--- src/rtl/rv32m_pkg.sv ---
// rv32m_pkg: shared types and constants for the RV32M multiply/divide unit.
//   mul_op_t  - multiplier opcode (MUL, MULH, MULHSU, MULHU)
//   div_op_t  - divider opcode (DIV, DIVU, REM, REMU)
//   state_t   - multiplier FSM state encoding (IDLE, BUSY, DONE)
//   MUL_STEPS - number of shift-add steps per multiply
package rv32m_pkg;

    typedef enum logic [1:0] {
        OP_MUL    = 2'b00,
        OP_MULH   = 2'b01,
        OP_MULHSU = 2'b10,
        OP_MULHU  = 2'b11
    } mul_op_t;

    typedef enum logic [1:0] {
        OP_DIV  = 2'b00,
        OP_DIVU = 2'b01,
        OP_REM  = 2'b10,
        OP_REMU = 2'b11
    } div_op_t;

    typedef logic [1:0] state_t;
    localparam state_t IDLE = 2'd0;
    localparam state_t BUSY = 2'd1;
    localparam state_t DONE = 2'd2;

    localparam logic [5:0] MUL_STEPS = 6'd32;

endpackage

--- src/rtl/divider_32bit.sv ---
// divider_32bit: combinational 32-bit divide/remainder.
//   div_opcode    - DIV, DIVU, REM, REMU
//   operand1      - dividend
//   operand2      - divisor
//   result_divide - quotient or remainder, zero latency
// Unrolled restoring division on magnitudes, then sign fix-up; divide by
// zero and signed overflow are overridden explicitly.
module divider_32bit
    import rv32m_pkg::*;
#(
    parameter int XLEN = 32
) (
    input  logic [1:0]      div_opcode,
    input  logic [XLEN-1:0] operand1,
    input  logic [XLEN-1:0] operand2,
    output logic [XLEN-1:0] result_divide
);

    logic            is_signed, is_rem;
    logic            a_neg, b_neg;
    logic [XLEN-1:0] a_mag, b_mag;
    logic [XLEN:0]   rem;
    logic [XLEN-1:0] quo;
    logic [XLEN-1:0] quo_s, rem_s;
    logic [XLEN-1:0] min_neg;

    always_comb begin
        is_signed = (div_opcode == OP_DIV) || (div_opcode == OP_REM);
        is_rem    = (div_opcode == OP_REM) || (div_opcode == OP_REMU);
        a_neg     = is_signed && operand1[XLEN-1];
        b_neg     = is_signed && operand2[XLEN-1];
        a_mag     = a_neg ? (~operand1 + 1'b1) : operand1;
        b_mag     = b_neg ? (~operand2 + 1'b1) : operand2;
        min_neg   = {1'b1, {(XLEN-1){1'b0}}};

        // Partial remainder is one bit wider so the compare never overflows.
        rem = '0;
        quo = '0;
        for (int i = XLEN-1; i >= 0; i--) begin
            rem = {rem[XLEN-1:0], a_mag[i]};
            if (rem >= {1'b0, b_mag}) begin
                rem    = rem - {1'b0, b_mag};
                quo[i] = 1'b1;
            end
        end

        // Quotient truncates toward zero; remainder follows the dividend.
        quo_s = (a_neg ^ b_neg) ? (~quo + 1'b1) : quo;
        rem_s = a_neg ? (~rem[XLEN-1:0] + 1'b1) : rem[XLEN-1:0];

        if (operand2 == '0) begin
            result_divide = is_rem ? operand1 : '1;
        end else if (is_signed && (operand1 == min_neg) && (operand2 == '1)) begin
            result_divide = is_rem ? '0 : min_neg;
        end else begin
            result_divide = is_rem ? rem_s : quo_s;
        end
    end

endmodule

--- src/rtl/multiplier_iterative.sv ---
// multiplier_iterative: radix-2 shift-add 32x32 multiplier, 64-bit result.
//   clk, rst        - clock, asynchronous active-low reset
//   start_e         - start request, sampled only in IDLE
//   mul_opcode      - selects operand signedness
//   operand1/2      - multiplicand / multiplier, captured on start
//   mul_use         - holds DONE (and the product) while high
//   result_multiply - sign-corrected 64-bit product, registered on DONE entry
//   ready           - high while in DONE
module multiplier_iterative
    import rv32m_pkg::*;
#(
    parameter int XLEN = 32
) (
    input  logic              clk,
    input  logic              rst,
    input  logic              start_e,
    input  logic [1:0]        mul_opcode,
    input  logic [XLEN-1:0]   operand1,
    input  logic [XLEN-1:0]   operand2,
    input  logic              mul_use,
    output logic [2*XLEN-1:0] result_multiply,
    output logic              ready
);

    state_t            state;
    logic [5:0]        cnt;
    logic [2*XLEN-1:0] acc;
    logic [2*XLEN-1:0] mcand;
    logic [XLEN-1:0]   mplier;
    logic              neg;

    logic              a_neg, b_neg;
    logic [XLEN-1:0]   a_mag, b_mag;

    // Operand1 is signed for everything but MULHU; operand2 only for MUL/MULH.
    // Only the product sign needs to survive capture, so the opcode itself
    // is folded into neg rather than stored.
    always_comb begin
        a_neg = (mul_opcode != OP_MULHU) && operand1[XLEN-1];
        b_neg = ((mul_opcode == OP_MUL) || (mul_opcode == OP_MULH)) && operand2[XLEN-1];
        a_mag = a_neg ? (~operand1 + 1'b1) : operand1;
        b_mag = b_neg ? (~operand2 + 1'b1) : operand2;
    end

    always_ff @(posedge clk or negedge rst) begin
        if (!rst) begin
            state           <= IDLE;
            cnt             <= '0;
            acc             <= '0;
            mcand           <= '0;
            mplier          <= '0;
            neg             <= 1'b0;
            result_multiply <= '0;
        end else begin
            case (state)
                IDLE: begin
                    if (start_e) begin
                        mcand  <= {{XLEN{1'b0}}, a_mag};
                        mplier <= b_mag;
                        acc    <= '0;
                        neg    <= a_neg ^ b_neg;
                        cnt    <= '0;
                        state  <= BUSY;
                    end
                end
                BUSY: begin
                    // The edge after the last step moves to DONE and
                    // publishes the product in one go.
                    if (cnt == MUL_STEPS) begin
                        result_multiply <= neg ? (~acc + 1'b1) : acc;
                        state           <= DONE;
                    end else begin
                        if (mplier[0]) acc <= acc + mcand;
                        mcand  <= mcand << 1;
                        mplier <= mplier >> 1;
                        cnt    <= cnt + 6'd1;
                    end
                end
                DONE: begin
                    if (!mul_use) state <= IDLE;
                end
                default: state <= IDLE;
            endcase
        end
    end

    assign ready = (state == DONE);

endmodule

--- src/rtl/rv32m_muldiv.sv ---
// rv32m_muldiv: RV32M execute-stage arithmetic unit.
//   clk, rst        - clock, asynchronous active-low reset
//   startE          - multiply request (sampled in IDLE)
//   mul_opcode      - MUL/MULH/MULHSU/MULHU
//   div_opcode      - DIV/DIVU/REM/REMU
//   operand1/2      - rs1 / rs2
//   mul_use         - keep a completed product presented
//   result_multiply - 64-bit product, registered
//   ready           - product valid
//   result_divide   - combinational quotient / remainder
module rv32m_muldiv
    import rv32m_pkg::*;
#(
    parameter int XLEN = 32
) (
    input  logic              clk,
    input  logic              rst,
    input  logic              startE,
    input  logic [1:0]        mul_opcode,
    input  logic [1:0]        div_opcode,
    input  logic [XLEN-1:0]   operand1,
    input  logic [XLEN-1:0]   operand2,
    input  logic              mul_use,
    output logic [2*XLEN-1:0] result_multiply,
    output logic              ready,
    output logic [XLEN-1:0]   result_divide
);

    multiplier_iterative #(.XLEN(XLEN)) u_mul (
        .clk             (clk),
        .rst             (rst),
        .start_e         (startE),
        .mul_opcode      (mul_opcode),
        .operand1        (operand1),
        .operand2        (operand2),
        .mul_use         (mul_use),
        .result_multiply (result_multiply),
        .ready           (ready)
    );

    divider_32bit #(.XLEN(XLEN)) u_div (
        .div_opcode    (div_opcode),
        .operand1      (operand1),
        .operand2      (operand2),
        .result_divide (result_divide)
    );

endmodule

--- config.mk ---
export PLATFORM = sky130hd
export DESIGN_NAME = rv32m_muldiv
export DESIGN_NICKNAME = d
export VERILOG_FILES = /design/src/rtl/rv32m_pkg.sv /design/src/rtl/divider_32bit.sv /design/src/rtl/multiplier_iterative.sv /design/src/rtl/rv32m_muldiv.sv
export SDC_FILE = /design/constraint.sdc
export NUM_CORES = 2
export LEC_CHECK = 0
export BUFFER_PORTS_ARGS = -buffer_cell sky130_fd_sc_hd__buf_4
export CORE_MARGIN = 3
export CORE_UTILIZATION = 55
export DETAILED_ROUTE_END_ITERATION = 8
export MAX_ROUTING_LAYER = met4
export PLACE_DENSITY = 0.74
export SLEW_MARGIN = 15
export SYNTH_ARGS = -nofsm -noshare
export SYNTH_HDL_FRONTEND = slang
export SYNTH_SLANG_ARGS = --single-unit
--- constraint.sdc ---
create_clock -name clk -period 252.4 [get_ports clk]
set_input_delay 50.48 -clock clk [delete_from_list [all_inputs] [get_ports clk]]
set_output_delay 50.48 -clock clk [all_outputs]
set_load 0.005 [all_outputs]
==> metrics.md <==
| Metric | Value |
|---|---|
| Placed insts | 13114 |
| Async set or reset register ratio after synthesis | 100% |
| Family with the most delay on the worst path | compound AO/OA/AOI/OAI gates |
| Total gr overflow | 0 |
| Synth area leaders | ha_1, mux2_2, dfrtp_1 |
| Die Ht | 380 um |
| Starting Density | 55.7% |
| Clk buf depth | 3 |
| Critical path data arrival time | 190.90 ns |
| Routed vias | 85400 |
| Synth Area in XOR/XNOR | 9.74% |
| Share of layout cells above drive strength 1 | 15.9% |
| CP max stage cell | o211ai_1 |
| CTS tree | built |
| Seq. cell area | 5830 um2 |
| Synth Instances | 10770 |
| Total Routing Usage GR | 42.8% |
| Crit-path max FO | 25 |
| Compound-Gate Fraction of Synth Area | 26.6% |
| Placed wire-length estimate | 250 mm |
| Core Region | 138000 um2 |
| Post-route clock skew | 0.0128 ns |
| Routed wire length | 319 mm |
| Cell variety after synth | 133 |
| Yosys warnings | 0 |
| Simple-gate share of the synthesized area | 22.0% |
| # IOs | 169 |
| Worst setup EP type | output port |
| Num rows | 136 |
| Clk root buf | clkbuf_16 |
| Syn nets | 11939 |
| Antenna viol nets, final | 0 |
| Total CTS buffers | 26 |
| WL/cell | 24.1 um |
| Count of port buffers added during placement | 168 |
| Setup violations, final | 0 |
| GP Congestion | 1.09 |
| Worst R2R Path Depth | 46 |
| Worst slew margin | 16.8% |
| Yosys reg bits | 233 |
| Worst slew pin tran | 1.24 ns |
| Max Freq | 4.14 MHz |
| Largest family of logic cells by synthesized area | compound AO/OA/AOI/OAI gates |
| Sequential element share of the synthesized area | 7.57% |
| Drt pass-1 iters | 8 |
| Area of the multi-input gates | 68900 um2 |
| Crit-path most repeated cell | o21ai_1 |
| Main flop type after synthesis | dfrtp_1 |
| Fraction of synthesized area in multiplexers | 11.1% |
| Die outline area | 145000 um2 |
| First-pass GRT wire length | 473 mm |
| Die Wd | 380 um |
| Crit start category | primary input |
| Tcrit/Tclk final | 95.6% |
| Syn_area_per_cell | 7.15 um2 |
| Non-filler instance count after layout | 13209 |
| Post-synth top area cell | ha_1 |
| CTS H-Tree Depth | 1 |
| Residual DRC | 0 |
| Initial antenna violation count | 12 |
| Largest net degree at the start of global routing | 130 |
| Fin nets | 12488 |
| Buf/Inv on CP | 57 |
| Commonest cells in the synthesized netlist | nand2_1, ha_1, nor2_1 |
| Vias in the first global route | 79508 |
| 1st-iter DRT viols | 8366 |
| Fin. Hold Viols | 0 |
| Fin util | 62.8% |
| Skew-Pair Late Insertion Delay | 0.55 ns |
| Hold path depth | 2 |
| Post-synth top area share | 17.3% |
| Worst path max stage delay | 0.52 ns |
| Status | finished clean |
| Post-synth EDFFs | 0 |
| Critical setup path kind | in -> out |
| Clk sink count | 233 |
| Period minus WS final | 241.38 ns |
| Layout filler cell count | 12813 |
| Count leader, synth | nand2_1 |
| HP Class | reg -> reg |
| Max cap viols | 0 |
| Vias per cell | 6.47 |
| CTS clk-pin slew, worst paths | 0.06 ns |
| Synth-to-layout area growth | 12.7% |
| Cell count along the critical path | 1097 |
| Final slew viol count | 0 |
| Post-Synth Adder-Cell Area | 18.1% |
| WP data required | 201.92 ns |
| Cell area after synthesis | 77000 um2 |
worst paths after layout:
| check | startpoint | endpoint | slack, ns |
|---|---|---|---|
| setup / recovery | operand1[11] | result_divide[22] | 11.03 |
| hold / removal | u_mul.result_multiply[40] | u_mul.result_multiply[40] | 0.48 |
| setup reg to reg | u_mul.acc[1] | u_mul.acc[63] | 242.25 |
| hold reg to reg | u_mul.result_multiply[40] | u_mul.result_multiply[40] | 0.48 |
| max in group asynchronous | rst | u_mul.acc[3] | 200.20 |
| min in group asynchronous | rst | u_mul.result_multiply[38] | 49.92 |
cell usage in the layout, fill, tap and decap left out, types with 162 or more instances in the layout:
master / instances
a21boi_0: 162
mux2_2: 524
mux2i_1: 219
dfrtp_1: 232
nor2_1: 1021
xor2_1: 355
o21ai_0: 691
nand4_1: 206
nand2_1: 1274
a21oi_1: 749
inv_1: 621
nand3_1: 179
xnor2_1: 472
buf_4: 829
ha_1: 1061
o21ai_1: 192
a21o_1: 328
nor3_1: 163
repair_timing:
action / CTS / global route
resized for setup: 102 / 395
setup buffers: 16 / 21
hold buffers: 0 / 0
pin swaps: 17 / 95
cloned: 1 / 2
setup endpoints to repair: 32 / 32
sequential cells by signal, indices dropped and copies added (netlist names):
name and flops:
u_mul.result_multiply 64, u_mul.acc 64, u_mul.mcand 64, u_mul.mplier 32
u_mul.neg 1, u_mul.state 2, u_mul.cnt 6
layout make-up:
type,count,area share (%)
antenna,8,0.0231
clock inverter,8,0.0735
sequential,233,6.72
multi-input combinational,9575,79.3
clock buffer,39,0.863
tap,1863,2.69
timing repair buffer,854,7.57
inverter,629,2.72
cell families (layout without fill, tap and decap cells):
logic type               Yosys count  in the layout
AND/OR/NAND/NOR                 3643           3643
other                              0              8
flip-flops                       233            233
multiplexers                     781            781
XOR/XNOR                         856            856
buffers and inverters            962           1530
AO/OA/AOI/OAI                   3198           3198
adder cells (fa/ha/maj)         1097           1097
metrics by stage:
step	TNS, ns	area (um2)	worst slack (ns)	hold WS (ns)
finish	0	86800	11.03	0.479
global route	-3.58	86800	-0.401	0.504
CTS	0	86100	0.0587	0.484
detailed placement	-90.58	84800	-3.82	0.467
global placement	0	84800	0.759	0.459
floorplan	0	77400	0.00109	0.445
per-layer routing:
layer	vias to the layer above	wire [um]	track usage, %
met3	1062	30400	7.78
met5	-	0	-
met2	4010	137000	65.4
li1	40199	-	-
met4	0	25400	26.9
met1	40129	126000	52.0
worst register-to-register path, delay by kind of cell, from the launching register on:
kind                     cells  cell delay [ns]
flip-flops                   1             0.46
AO/OA/AOI/OAI               41             8.57
XOR/XNOR                     1             0.22
AND/OR/NAND/NOR              3             0.47
adder cells (fa/ha/maj)      1             0.32
Power is not shown: default switching activity piles up to over one toggle a cycle in this logic, so the estimate is an artifact.
